### src/rtl/pll_cfg_pkg.sv
// Shared definitions for the PLL configuration initiator: register map
// defaults, CTRL/STATUS bit positions, result encoding and FSM states.
package pll_cfg_pkg;

    localparam logic [31:0] CTRL_ADDR_DEF   = 32'h0;
    localparam logic [31:0] RATIO_ADDR_DEF  = 32'h4;
    localparam logic [31:0] STATUS_ADDR_DEF = 32'h8;
    localparam logic [31:0] UPDATE_ADDR_DEF = 32'hC;

    localparam int CTRL_EN_BIT   = 0;
    localparam int CTRL_BYP_BIT  = 1;
    localparam int CTRL_RST_BIT  = 2;
    localparam int STAT_LOCK_BIT = 0;
    localparam int STAT_ERR_BIT  = 1;

    localparam logic [31:0] CTRL_BRINGUP = (32'd1 << CTRL_EN_BIT) | (32'd1 << CTRL_RST_BIT);
    localparam logic [31:0] CTRL_RUN     = (32'd1 << CTRL_EN_BIT);
    localparam logic [31:0] CTRL_FAIL    = (32'd1 << CTRL_BYP_BIT);

    typedef enum logic [1:0] {
        ST_LOCKED  = 2'b00,
        ST_PLL_ERR = 2'b01,
        ST_TIMEOUT = 2'b10
    } pll_status_e;

    typedef enum logic [3:0] {
        S_IDLE, S_WR_RST, S_WR_RATIO, S_WR_UPD0, S_WR_UPD1, S_WR_RUN,
        S_RD_STAT, S_WAIT_RD, S_GAP, S_WR_FAIL, S_FIN
    } pll_state_e;

    // The PLL controller treats a zero ratio field as illegal.
    function automatic logic [7:0] nonzero8(input logic [7:0] v);
        return (v == 8'd0) ? 8'd1 : v;
    endfunction

endpackage

### src/rtl/pll_bus_master_port.sv
// Bus master port for the PLL register interface.
// Registers one transfer request, holds it until the responder accepts,
// and tracks the single outstanding read.
//   req_*        : transfer request from the FSM (one-cycle strobe)
//   accepted     : o_valid & i_ready this cycle
//   rd_done      : read data returned for the outstanding read
//   rd_data      : read data (valid with rd_done)
//   o_* / i_*    : bus signals towards the PLL controller
module pll_bus_master_port (
    input  logic        i_clk_ahb,
    input  logic        reset_n,
    input  logic        req_valid,
    input  logic        req_wr,
    input  logic [31:0] req_addr,
    input  logic [31:0] req_wdata,
    output logic        accepted,
    output logic        rd_done,
    output logic [31:0] rd_data,
    output logic [31:0] o_address,
    output logic        o_rd0_wr1,
    output logic [31:0] o_wr_data,
    output logic        o_valid,
    input  logic        i_ready,
    input  logic [31:0] i_rd_data,
    input  logic        i_rd_valid
);

    logic rd_pending;

    assign accepted = o_valid & i_ready;
    assign rd_done  = rd_pending & i_rd_valid;
    assign rd_data  = i_rd_data;

    always_ff @(posedge i_clk_ahb or negedge reset_n) begin
        if (!reset_n) begin
            o_valid    <= 1'b0;
            o_address  <= 32'h0;
            o_rd0_wr1  <= 1'b0;
            o_wr_data  <= 32'h0;
            rd_pending <= 1'b0;
        end else begin
            // A new request may replace the current one only once it is
            // accepted, which gives back-to-back transfers with no bubble.
            if (req_valid && (!o_valid || accepted)) begin
                o_valid   <= 1'b1;
                o_address <= req_addr;
                o_rd0_wr1 <= req_wr;
                o_wr_data <= req_wdata;
            end else if (accepted) begin
                o_valid <= 1'b0;
            end

            if (accepted && !o_rd0_wr1)
                rd_pending <= 1'b1;
            else if (i_rd_valid)
                rd_pending <= 1'b0;
        end
    end

endmodule

### src/rtl/pll_cfg_initiator.sv
// PLL bring-up sequencer: programs the PLL controller over its register
// bus, polls for lock, and falls back to bypass on error or timeout.
//   i_start / i_cfg_* / i_lock_timeout : sequence request and settings
//   o_address .. i_rd_valid            : register bus (valid/ready)
//   o_busy / o_done / o_status         : sequence progress and result
//
// state      | meaning
// -----------+--------------------------------------------------
// IDLE       | waiting for i_start
// WR_RST     | CTRL = enable + reset
// WR_RATIO   | RATIO = {mul, div}
// WR_UPD0    | UPDATE = 0
// WR_UPD1    | UPDATE = 1 (rising edge latches ratio)
// WR_RUN     | CTRL = enable, reset released; loads timeout
// RD_STAT    | status read issued
// WAIT_RD    | waiting for status data
// GAP        | idle cycles between polls
// WR_FAIL    | CTRL = bypass, disabled
// FIN        | done pulse
module pll_cfg_initiator
    import pll_cfg_pkg::*;
#(
    parameter logic [31:0] CTRL_ADDR   = CTRL_ADDR_DEF,
    parameter logic [31:0] RATIO_ADDR  = RATIO_ADDR_DEF,
    parameter logic [31:0] STATUS_ADDR = STATUS_ADDR_DEF,
    parameter logic [31:0] UPDATE_ADDR = UPDATE_ADDR_DEF,
    parameter int          POLL_GAP    = 4
) (
    input  logic        i_clk_ahb,
    input  logic        reset_n,
    input  logic        i_start,
    input  logic [7:0]  i_cfg_mul,
    input  logic [7:0]  i_cfg_div,
    input  logic [31:0] i_lock_timeout,
    output logic [31:0] o_address,
    output logic        o_rd0_wr1,
    output logic [31:0] o_wr_data,
    output logic        o_valid,
    input  logic        i_ready,
    input  logic [31:0] i_rd_data,
    input  logic        i_rd_valid,
    output logic        o_busy,
    output logic        o_done,
    output logic [1:0]  o_status
);

    localparam logic [15:0] GAP_LOAD = 16'(POLL_GAP - 1);

    pll_state_e  state, next_state;
    pll_status_e status_q;
    logic [7:0]  mul_q, div_q;
    logic [31:0] tmo_cfg_q, tmo_cnt;
    logic [15:0] gap_cnt;

    logic        req_valid, req_wr;
    logic [31:0] req_addr, req_wdata;
    logic        accepted, rd_done;
    logic [31:0] rd_data;
    logic        stat_lock, stat_err, in_poll;
    logic        unused_rd_bits;

    assign stat_lock      = rd_data[STAT_LOCK_BIT];
    assign stat_err       = rd_data[STAT_ERR_BIT];
    assign unused_rd_bits = ^rd_data[31:2];
    assign in_poll        = (state == S_RD_STAT) || (state == S_WAIT_RD) || (state == S_GAP);
    assign o_status       = status_q;

    pll_bus_master_port u_port (
        .i_clk_ahb  (i_clk_ahb),
        .reset_n    (reset_n),
        .req_valid  (req_valid),
        .req_wr     (req_wr),
        .req_addr   (req_addr),
        .req_wdata  (req_wdata),
        .accepted   (accepted),
        .rd_done    (rd_done),
        .rd_data    (rd_data),
        .o_address  (o_address),
        .o_rd0_wr1  (o_rd0_wr1),
        .o_wr_data  (o_wr_data),
        .o_valid    (o_valid),
        .i_ready    (i_ready),
        .i_rd_data  (i_rd_data),
        .i_rd_valid (i_rd_valid)
    );

    always_ff @(posedge i_clk_ahb or negedge reset_n) begin
        if (!reset_n) state <= S_IDLE;
        else          state <= next_state;
    end

    always_comb begin
        next_state = state;
        case (state)
            S_IDLE:     if (i_start)  next_state = S_WR_RST;
            S_WR_RST:   if (accepted) next_state = S_WR_RATIO;
            S_WR_RATIO: if (accepted) next_state = S_WR_UPD0;
            S_WR_UPD0:  if (accepted) next_state = S_WR_UPD1;
            S_WR_UPD1:  if (accepted) next_state = S_WR_RUN;
            S_WR_RUN:   if (accepted) next_state = S_RD_STAT;
            S_RD_STAT:  if (accepted) next_state = S_WAIT_RD;
            S_WAIT_RD: begin
                // Error wins over lock; lock wins over an expired budget.
                if (rd_done) begin
                    if (stat_err)            next_state = S_WR_FAIL;
                    else if (stat_lock)      next_state = S_FIN;
                    else if (tmo_cnt == 0)   next_state = S_WR_FAIL;
                    else                     next_state = S_GAP;
                end
            end
            S_GAP:      if (gap_cnt == 16'd0) next_state = S_RD_STAT;
            S_WR_FAIL:  if (accepted) next_state = S_FIN;
            S_FIN:      next_state = S_IDLE;
            default:    next_state = S_IDLE;
        endcase
    end

    // Requests are raised on entry to a bus state so the port can present
    // them the very next cycle.
    always_comb begin
        req_valid = 1'b0;
        req_wr    = 1'b0;
        req_addr  = 32'h0;
        req_wdata = 32'h0;
        o_busy    = (state != S_IDLE) && (state != S_FIN);
        o_done    = (state == S_FIN);
        if (next_state != state) begin
            case (next_state)
                S_WR_RST:   begin req_valid = 1'b1; req_wr = 1'b1; req_addr = CTRL_ADDR;   req_wdata = CTRL_BRINGUP; end
                S_WR_RATIO: begin req_valid = 1'b1; req_wr = 1'b1; req_addr = RATIO_ADDR;  req_wdata = {16'h0, mul_q, div_q}; end
                S_WR_UPD0:  begin req_valid = 1'b1; req_wr = 1'b1; req_addr = UPDATE_ADDR; req_wdata = 32'h0; end
                S_WR_UPD1:  begin req_valid = 1'b1; req_wr = 1'b1; req_addr = UPDATE_ADDR; req_wdata = 32'h1; end
                S_WR_RUN:   begin req_valid = 1'b1; req_wr = 1'b1; req_addr = CTRL_ADDR;   req_wdata = CTRL_RUN; end
                S_RD_STAT:  begin req_valid = 1'b1; req_wr = 1'b0; req_addr = STATUS_ADDR; end
                S_WR_FAIL:  begin req_valid = 1'b1; req_wr = 1'b1; req_addr = CTRL_ADDR;   req_wdata = CTRL_FAIL; end
                default:    ;
            endcase
        end
    end

    always_ff @(posedge i_clk_ahb or negedge reset_n) begin
        if (!reset_n) begin
            mul_q     <= 8'd1;
            div_q     <= 8'd1;
            tmo_cfg_q <= 32'h0;
            tmo_cnt   <= 32'h0;
            gap_cnt   <= 16'h0;
            status_q  <= ST_LOCKED;
        end else begin
            if (state == S_IDLE && i_start) begin
                mul_q     <= nonzero8(i_cfg_mul);
                div_q     <= nonzero8(i_cfg_div);
                tmo_cfg_q <= i_lock_timeout;
                status_q  <= ST_LOCKED;
            end

            if (state == S_WR_RUN && accepted)
                tmo_cnt <= tmo_cfg_q;
            else if (in_poll && tmo_cnt != 32'h0)
                tmo_cnt <= tmo_cnt - 32'h1;

            if (next_state == S_GAP && state != S_GAP)
                gap_cnt <= GAP_LOAD;
            else if (state == S_GAP && gap_cnt != 16'h0)
                gap_cnt <= gap_cnt - 16'h1;

            if (state == S_WAIT_RD && rd_done) begin
                if (stat_err)
                    status_q <= ST_PLL_ERR;
                else if (!stat_lock && tmo_cnt == 32'h0)
                    status_q <= ST_TIMEOUT;
            end
        end
    end

endmodule

### config.mk
export PLATFORM = sky130hd
export DESIGN_NAME = pll_cfg_initiator
export DESIGN_NICKNAME = d
export VERILOG_FILES = /design/src/rtl/pll_cfg_pkg.sv /design/src/rtl/pll_bus_master_port.sv /design/src/rtl/pll_cfg_initiator.sv
export SDC_FILE = /design/constraint.sdc
export NUM_CORES = 1
export LEC_CHECK = 0
export ABC_AREA = 1
export ABC_CLOCK_PERIOD_IN_PS = 2300
export CAP_MARGIN = 20
export CORE_MARGIN = 2
export CORE_UTILIZATION = 30
export DETAILED_ROUTE_END_ITERATION = 12
export SYNTH_ARGS = -nofsm -noshare
export SYNTH_HDL_FRONTEND = slang
export SYNTH_HIERARCHICAL = 1
export SYNTH_SLANG_ARGS = --single-unit
### constraint.sdc
create_clock -name i_clk_ahb -period 2.3 [get_ports i_clk_ahb]
set_clock_uncertainty 0.2 [all_clocks]
set_input_delay 0.345 -clock i_clk_ahb [delete_from_list [all_inputs] [get_ports i_clk_ahb]]
set_output_delay 0.345 -clock i_clk_ahb [all_outputs]
set_load 0.005 [all_outputs]
---- Word level (Yosys, flattened, before mapping) ----
Cells that the tools add are included.
cells by class
  add/sub/neg operators ................... 2
  equal/unequal tests ..................... 21
  mux-type cells .......................... 36
  bitwise logic cells ..................... 2
  reduce and logical (&&, ||, !) cells .... 32
operators with widths
  cell                   count
  $mux 32                2
  $pmux 16 s4            1
  $mux 16                3
  $mux 4                 11
  $pmux 4 s10            1
  $logic_not 32->1       1
  $reduce_bool 32->1     1
  $sub 32x1->32 const B  1
  $eq 4x3->1 const B     7
  $eq 4x4->1 const B     5
  $eq 4x2->1 const B     4
  $logic_not 16->1       1
  $logic_not 8->1        2
  $mux 8                 2
  $reduce_bool 16->1     1
  $sub 16x1->16 const B  1
  $mux 2                 6
  $pmux 4 s3             1
  $logic_and 1x1->1      10
  $mux 1                 9
  $eq 4x1->1 const B     2
  $ne 4x4->1 const B     2
  $reduce_bool 2->1      4
  $reduce_or 7->1        1
  8 further kinds        14
word-level totals
  bits in registers ....................... 169
  bits of input ports ..................... 85
  output and inout port bits .............. 70
  logic and storage cells ................. 105

---- Logic depth before layout (Yosys ltp) ----
Gate-level depths: netlist of run 1.
  depth in word-level cells ............... 12
  depth in mapped cells ................... 20
  depth with buffers taken out ............ 17

---- Hierarchy ----
The synthesis of run 1 kept the hierarchy.
by module, submodules not included
  module               instances  cells an instance  area an instance (um^2)  seq. area each (um^2)
  pll_cfg_initiator    1          717                5724.2                   2555.0
  pll_bus_master_port  1          325                2930.3                   1676.6

---- Worst setup path after synthesis of run 1 ----
No wires, ideal clock.
  kind .................................... reg2reg
  from .................................... register gap_cnt[0]
  to ...................................... register u_port.o_address[3]
  library setup time ...................... 116 ps
  arrival ................................. 2173 ps
  required time ........................... 1984 ps
  slack ................................... -189 ps
  cell stages (with the launch flop) ...... 17
  path buffers ............................ 3
  period minus slack after synthesis ...... 2489 ps
  cell sequence ........................... dfrtp_1 inv_1 ha_1 nand2_1 nor2_1 nand4_2 nand3_1 nand2_1 nor2_1 nand3_2 buf_6 nand2_1 nand3_1 buf_4 buf_2 nand3_1 nand2_1
between the ends
  cells in the longest elaborated chain, start to end .. 8
  elaborated cells between the ends (all ways) .. 18
  classes of those cells .................. eq/ne (8); mux (6); reduce/logical (4)
ends and longest elaborated chain
  item                                      RTL line                   text
  from (decl)                               pll_cfg_initiator.sv:53    logic [15:0] gap_cnt;
  from (signal assigned)                    pll_cfg_initiator.sv:165   gap_cnt <= gap_cnt - 16'h1;
  $logic_not 16->1 (*)                      pll_cfg_initiator.sv:111   S_GAP: if (gap_cnt == 16'd0) next_state = S_RD_STAT;
  $mux 4 (*)                                pll_cfg_initiator.sv:111
  $pmux 4 s10 (*)                           pll_cfg_initiator.sv:94    case (state)
  $eq 4x4->1, or another cell as far along  pll_cfg_initiator.sv:128   case (next_state)
  $reduce_or 7->1 (no line)                 -
  $mux 1                                    pll_cfg_initiator.sv:128
  $mux 1 (*)                                pll_cfg_initiator.sv:127   if (next_state != state) begin
  named net req_valid                       pll_cfg_initiator.sv:55    logic req_valid, req_wr;
  $logic_and 1x1->1 (*)                     pll_bus_master_port.sv:44  if (req_valid && (!o_valid || accepted)) begin
  to (signal assigned)                      pll_bus_master_port.sv:46  o_address <= req_addr;
  to (decl)                                 pll_bus_master_port.sv:19  output logic [31:0] o_address,
The timed path passes the listed nets; every way through them passes the cells marked *.
A chain may end at the register's enable or synchronous reset.

---- Final worst setup path of run 1 ----
  from .................................... register tmo_cnt[1]
  to ...................................... register u_port.o_address[11]
between the ends
  cells in the longest elaborated chain, start to end .. 11
  elaborated cells between the ends (all ways) .. 18
  classes of those cells .................. eq/ne (8); mux (7); reduce/logical (3)
ends and longest elaborated chain
  item                                      RTL line                   text
  from (decl)                               pll_cfg_initiator.sv:52    logic [31:0] tmo_cfg_q, tmo_cnt;
  from (signal assigned)                    pll_cfg_initiator.sv:158   tmo_cnt <= tmo_cfg_q;
  from (signal assigned)                    pll_cfg_initiator.sv:160   tmo_cnt <= tmo_cnt - 32'h1;
  $logic_not 32->1 (*)                      pll_cfg_initiator.sv:107   else if (tmo_cnt == 0) next_state = S_WR_FAIL;
  $mux 1 (*)                                pll_cfg_initiator.sv:107
  $mux 2 (*)                                pll_cfg_initiator.sv:106   else if (stat_lock) next_state = S_FIN;
  $mux 2 (*)                                pll_cfg_initiator.sv:105   if (stat_err) next_state = S_WR_FAIL;
  $mux 4 (*)                                pll_cfg_initiator.sv:104   if (rd_done) begin
  $pmux 4 s10 (*)                           pll_cfg_initiator.sv:94
  $eq 4x4->1, or another cell as far along  pll_cfg_initiator.sv:128
  $reduce_or 7->1 (no line)                 -
  $mux 1                                    pll_cfg_initiator.sv:128
  $mux 1 (*)                                pll_cfg_initiator.sv:127
  named net req_valid                       pll_cfg_initiator.sv:55
  $logic_and 1x1->1 (*)                     pll_bus_master_port.sv:44
Marks and branches as above.

==> impl_metrics.json, run 1 <==
{
  "grt_overflow": 0,
  "vias": 7724,
  "violations": "negative setup slack",
  "drt-total-wl_microns": 23830,
  "clk_pin_slew_ps": 70,
  "min-delay-start": "i_ready",
  "initial_utilization_pct": 30.42,
  "cts_root_buf": "clkbuf_16",
  "tritoncts": "yes",
  "hp-class": "in2reg",
  "fp.coreArea_sq_um": 27710,
  "io_buffers": 124,
  "drtIter0Drc": 495,
  "wl_met3_microns": 923,
  "p_per_area_nw_per_um2": 1464,
  "worst-setup-path-type": "reg2reg",
  "dr.pass1.iters": 5,
  "critPathRequiredTime_ps": 2470,
  "fin_util_pct": 45.01,
  "gp_congestion": 0.8486,
  "dp_hpwl_microns": 16590,
  "fin_ws_ps": -162.5,
  "p_int_mw": 10.73,
  "drc_errors": 0,
  "dieArea_sq_um": 29460,
  "final_max_slew_viol_count": 0,
  "min_path_cells": 3,
  "reg2reg_from": "tmo_cnt[1]$_DFFE_PN0P_",
  "maxCapViolations": 0,
  "p_leak_nw": 6.258,
  "grt_pass1_wl_microns": 38630,
  "status": "complete, but fails checks",
  "antenna_found_initial": 0,
  "regArea_sq_um": 4232,
  "rows": 61,
  "highest_layer": "met4",
  "holdPathEnd": "u_port/rd_pending$_DFFE_PN0P_",
  "r2r_slack_ps": -160,
  "vdd_drop_max_uv": 878.3,
  "r2r_end": "u_port/o_address[11]$_DFFE_PN0P_",
  "setup_violations": 67,
  "nets": 1413,
  "slew_headroom_pct": 60.69,
  "wl_per_cell_microns": 13.89,
  "antennaDiodeCount": 0,
  "grt_pass1_vias": 7723,
  "io_pins": 155,
  "rsz0062_at_grt": "yes",
  "worstPathArrival_ps": 2630,
  "yosys_warnings": 6,
  "hold_viol": 0,
  "multi_input_area_sq_um": 4079,
  "final_area_sq_um": 12470,
  "clock_path_buffers": 2,
  "finalCriticalPeriod_ps": 2462,
  "drive_above_1_share_pct": 25.86,
  "avgViaCountPerCell": 4.501,
  "cts_sinks": 169,
  "period_share_pct": 107.1,
  "die_w_microns": 171.6,
  "synthCells": 1012,
  "clock_latency_ps": 430,
  "die_y_microns": 171.6,
  "wl_met1_microns": 11230,
  "grt_usage_pct": 16.56,
  "grt_max_degree": 55,
  "critPathMaxFanout": 7,
  "total_power_mw": 18.26,
  "p_sw_share_pct": 41.27,
  "cts.htree.levels": 4,
  "tns_ps": -9208,
  "max_freq_mhz": 406.1,
  "tightest_slew_ps": 589.6,
  "endpoint_kind": "flop",
  "synth_area_sq_um": 8429,
  "p_seq_share_pct": 27.8,
  "startpoint_type": "flop",
  "power_frac_comb_pct": 57.1,
  "clock_power_share_pct": 15.1,
  "syn_to_final_growth_pct": 47.94,
  "fill_cells": 2668,
  "met2_wirelength_microns": 11330,
  "hold_slack_ps": 89.02,
  "p_switching_mw": 7.535,
  "cts_buffers": 17,
  "syn_avg_cell_area_sq_um": 8.329,
  "drtAntennaViolNets": 0,
  "r2r_cells": 18,
  "dpl_cell_area_sq_um": 11350
}
-- worst max path at each step --
stage                                       from                               end  slack, ps  cells past startpoint
after floorplan           tmo_cnt[1]$_DFFE_PN0P_   u_port/o_address[0]$_DFFE_PN0P_        -60                     20
after CTS                 tmo_cnt[1]$_DFFE_PN0P_   u_port/o_address[3]$_DFFE_PN0P_       -210                     19
after global routing      tmo_cnt[1]$_DFFE_PN0P_   u_port/o_wr_data[9]$_DFFE_PN0P_       -280                     18
final                     tmo_cnt[1]$_DFFE_PN0P_  u_port/o_address[11]$_DFFE_PN0P_       -160                     18
after detailed placement                 i_ready  u_port/o_address[25]$_DFFE_PN0P_       -570                     16
after global placement                   i_ready   u_port/o_address[1]$_DFFE_PN0P_       -500                     18
-- registers in the layout, indices dropped and copies added (netlist names) --
name,flops
div_q,8
gap_cnt,16
mul_q,8
o_status,2
state,4
tmo_cfg_q,32
tmo_cnt,32
u_port/o_address,32
u_port/o_rd0_wr1,1
u_port/o_valid,1
u_port/o_wr_data,32
u_port/rd_pending,1
-- worst max-delay path, stage by stage (launching register included) --
cell and delay [ps]:
dfrtp_1 380, inv_2 80, ha_4 150, nand2_2 50
nor2_2 90, nand2_2 90, nor2_4 130, nand3_2 110
nand2_2 110, nand2_4 90, buf_6 130, nand3_4 50
nand3_4 110, nand2_4 100, nand3_4 110, nand2_8 140
buf_8 160, nand2_1 60, nand2_1 60
-- cell usage in the layout (no fill, tap or decap), types with 17 or more instances in the layout --
cell type and n:
nand2_1 244, dfrtp_1 167, buf_4 147, clkdlybuf4s50_1 120, nand3_1 111, inv_1 102
nor2_1 60, conb_1 46, mux2_2 24, xor2_1 23, nand2_2 22, a21oi_1 20
inv_2 19, nor2_2 18, clkbuf_16 17
-- area by class of cell --
type                            instances  area share (%)
Sequential cell                       169           33.93
Inverter                              123           3.782
Timing Repair Buffer                  293           21.34
Multi-Input combinational cell        721           32.71
Clock inverter                         13          0.8929
Clock buffer                           19           3.552
Tap cell                              378           3.793
-- through the flow --
stage          worst slack (ps)  cells
2_1_floorplan            -55.43   1057
3_3_place_gp             -496.4   1674
3_5_place_dp             -565.4   1674
4_1_cts                  -205.3   1715
5_1_grt                  -282.9   1716
6_report                 -162.5   1716
-- layer usage --
layer / global-route usage [%] / vias up
li1: - / 3844
met3: 2.991 / 22
met5: 0 / -
met4: 4.643 / 0
met1: 22.59 / 3728
met2: 26.93 / 130
-- repair_timing --
action / 4_1_cts / 5_1_grt
hold buffers: 1 / 0
setup buffers: 5 / 4
setup endpoints to repair: 70 / 101
cloned: 3 / 0
endpoints found under the hold margin: 46 / 0
gates resized for setup: 55 / 75
pin swaps: 10 / 32
-- power groups by stage --
| stage | Clock [mW] | Combinational (mW) | Sequential (mW) |
|---|---|---|---|
| after CTS | 2.82 | 10.3 | 5.05 |
| after detailed placement | 0 | 8.91 | 5.08 |
| after global placement | 0 | 8.74 | 5.06 |
| after floorplan | 0 | 5.27 | 5.06 |
| after global routing | 2.95 | 11.6 | 5.22 |
| final | 2.76 | 10.4 | 5.07 |
Note: power is estimated with default switching activity, not from simulation.
==> inputs of run 2 (changes only) <==
--- a/config.mk
+++ b/config.mk
@@ -11,6 +11,8 @@
 export CORE_MARGIN = 2
 export CORE_UTILIZATION = 30
 export DETAILED_ROUTE_END_ITERATION = 12
+export GPL_ROUTABILITY_DRIVEN = 0
+export REMOVE_ABC_BUFFERS = 1
 export SYNTH_ARGS = -nofsm -noshare
 export SYNTH_HDL_FRONTEND = slang
 export SYNTH_HIERARCHICAL = 1
==> run 2 against run 1 <==
Against the previous run: the flow still finishes with violations (negative setup slack); register-to-register slack worse by 80 ps; count of clock-buffer cells in the layout is 2 lower; first-iteration DRC count fell by 8.1%; non-clock buffer count grew 7.
==> impl_metrics.json, run 2 (synthesis gave the netlist of run 1 again) <==
{
  "worstPathArrival_ps": 2670,
  "vdd_drop_max_uv": 1057,
  "io_buffers": 124,
  "die_w_microns": 171.6,
  "nets": 1420,
  "drc_errors": 0,
  "dr.pass1.iters": 5,
  "p_leak_nw": 6.321,
  "crit_chain": "buf_6, inv_4, nand2_4, inv_1, nand3_2, nand3_2, nor2_4, nand2_4, nand2_1, nand2_1, nor2_1, nand3_2, nand2_2, nand3_4, buf_4, clkbuf_16, nand3_1, nand2_1",
  "cts_buffers": 17,
  "period_share_pct": 110.3,
  "final_max_slew_viol_count": 0,
  "layout_common_cells": "nand2_1 (223), dfrtp_1 (167), buf_4 (152), clkdlybuf4s50_1 (121), nand3_1 (118)",
  "rsz0062_at_grt": "yes",
  "total_power_mw": 18.87,
  "p_int_mw": 11.16,
  "slowest_stage": "dfrtp_1",
  "p_switching_mw": 7.707,
  "drive_above_1_share_pct": 26.32,
  "fin_util_pct": 45.28,
  "power_frac_comb_pct": 58.2,
  "cts.htree.levels": 4,
  "cts_root_buf": "clkbuf_16",
  "initial_utilization_pct": 30.42,
  "max_freq_mhz": 394.1,
  "critPathRequiredTime_ps": 2430,
  "hp-class": "in2async",
  "vias": 7706,
  "tritoncts": "yes",
  "tightest_slew_ps": 576.5,
  "violations": "negative setup slack",
  "startpoint_type": "flop",
  "fp.coreArea_sq_um": 27710,
  "worst-setup-path-type": "reg2reg",
  "setup_violations": 66,
  "p_per_area_nw_per_um2": 1504,
  "clock_path_buffers": 2,
  "finalCriticalPeriod_ps": 2538,
  "antenna_found_initial": 1,
  "drtAntennaViolNets": 0,
  "slowest_delay_ps": 410,
  "fin_ws_ps": -237.7,
  "io_pins": 155,
  "p_seq_share_pct": 26.8,
  "hold_viol": 0,
  "fill_cells": 2661,
  "clock_power_share_pct": 14.9,
  "cts_sinks": 169,
  "dp_hpwl_microns": 16070,
  "drt-total-wl_microns": 23550,
  "status": "complete, but fails checks",
  "layout_commonest_cell": "nand2_1",
  "avgViaCountPerCell": 4.470,
  "die_y_microns": 171.6,
  "slew_headroom_pct": 61.56,
  "grt_overflow": 0,
  "grt_max_degree": 53,
  "clock_latency_ps": 440,
  "wl_per_cell_microns": 13.66,
  "maxCapViolations": 0,
  "critPathMaxFanout": 10,
  "grt_usage_pct": 16.41,
  "rows": 61,
  "grt_pass1_vias": 7655,
  "dieArea_sq_um": 29460,
  "drtIter0Drc": 455,
  "clk_pin_slew_ps": 70,
  "syn_to_final_growth_pct": 48.84,
  "post-place-ws_ps": -578.0,
  "endpoint_kind": "flop",
  "grt_pass1_wl_microns": 38390,
  "p_sw_share_pct": 40.85
}
-- run 2: through the flow --
stage / cells / hold WS (ps) / area, sq um / setup TNS, ps
final: 1724 / 224.2 / 12550 / -12140
after global routing: 1724 / 249.8 / 12550 / -20920
after CTS: 1717 / 225.0 / 12330 / -8431
after detailed placement: 1668 / 129.5 / 11270 / -41550
after global placement: 1668 / 122.5 / 11270 / -36780
after floorplan: 1012 / -150.6 / 8312 / -253110
-- run 2: path summary, 6_finish.rpt --
check | from | endpoint | slack, ps | cells after the start
worst min-delay path | reset_n | tmo_cfg_q[0]$_DFFE_PN0P_ | 220 | 2
min in group i_clk_ahb | u_port/o_wr_data[24]$_DFFE_PN0P_ | u_port/o_wr_data[24]$_DFFE_PN0P_ | 270 | 2
worst max register to register | state[1]$_DFF_PN0_ | u_port/o_wr_data[2]$_DFFE_PN0P_ | -240 | 18
worst max-delay path | state[1]$_DFF_PN0_ | u_port/o_wr_data[2]$_DFFE_PN0P_ | -240 | 18
worst min register to register | u_port/o_wr_data[24]$_DFFE_PN0P_ | u_port/o_wr_data[24]$_DFFE_PN0P_ | 270 | 2
max in group asynchronous | reset_n | u_port/o_address[27]$_DFFE_PN0P_ | 1030 | 3
-- run 2: critical path: cells and delay by family, from the launching register on --
family | cells | cell delay, ps
AND/OR/NAND/NOR | 13 | 1200
buffers and inverters | 5 | 620
flip-flops | 1 | 410
-- run 2: power by group through the flow --
stage	Combinational [mW]	Clock [mW]	Sequential [mW]
detailed placement	8.76	0	5.03
CTS	10.4	2.91	5.03
global route	12.1	3.04	5.21
global placement	8.60	0	5.01
finish	11.0	2.82	5.06
floorplan	3.66	0	4.98
-- run 2: timing repair --
item	CTS	global route
setup buffers	12	5
hold buffers	1	0
hold endpoints to repair	44	0
gates cloned	5	2
resized for setup	82	53
setup endpoints to repair	69	86
pin swaps	20	12
-- run 2: area by class of cell --
cell class	instances	area (sq um)	share of cell area, %
flip-flops and latches	169	4232	33.73
multi-input cells	721	3970	31.64
repair buffers	300	2811	22.41
inverters	123	481.7	3.840
well taps	378	473.0	3.770
clock buffers	17	425.4	3.391
clock inverters	15	150.1	1.197
diodes	1	2.502	0.01995
-- run 2: routing by layer --
layer,track usage [%],share of wire (%),vias to the layer above
met5,0,0,-
met4,6.116,3.1,0
met3,2.968,3.7,40
met2,26.58,47,144
met1,21.88,46,3644
li1,-,-,3878
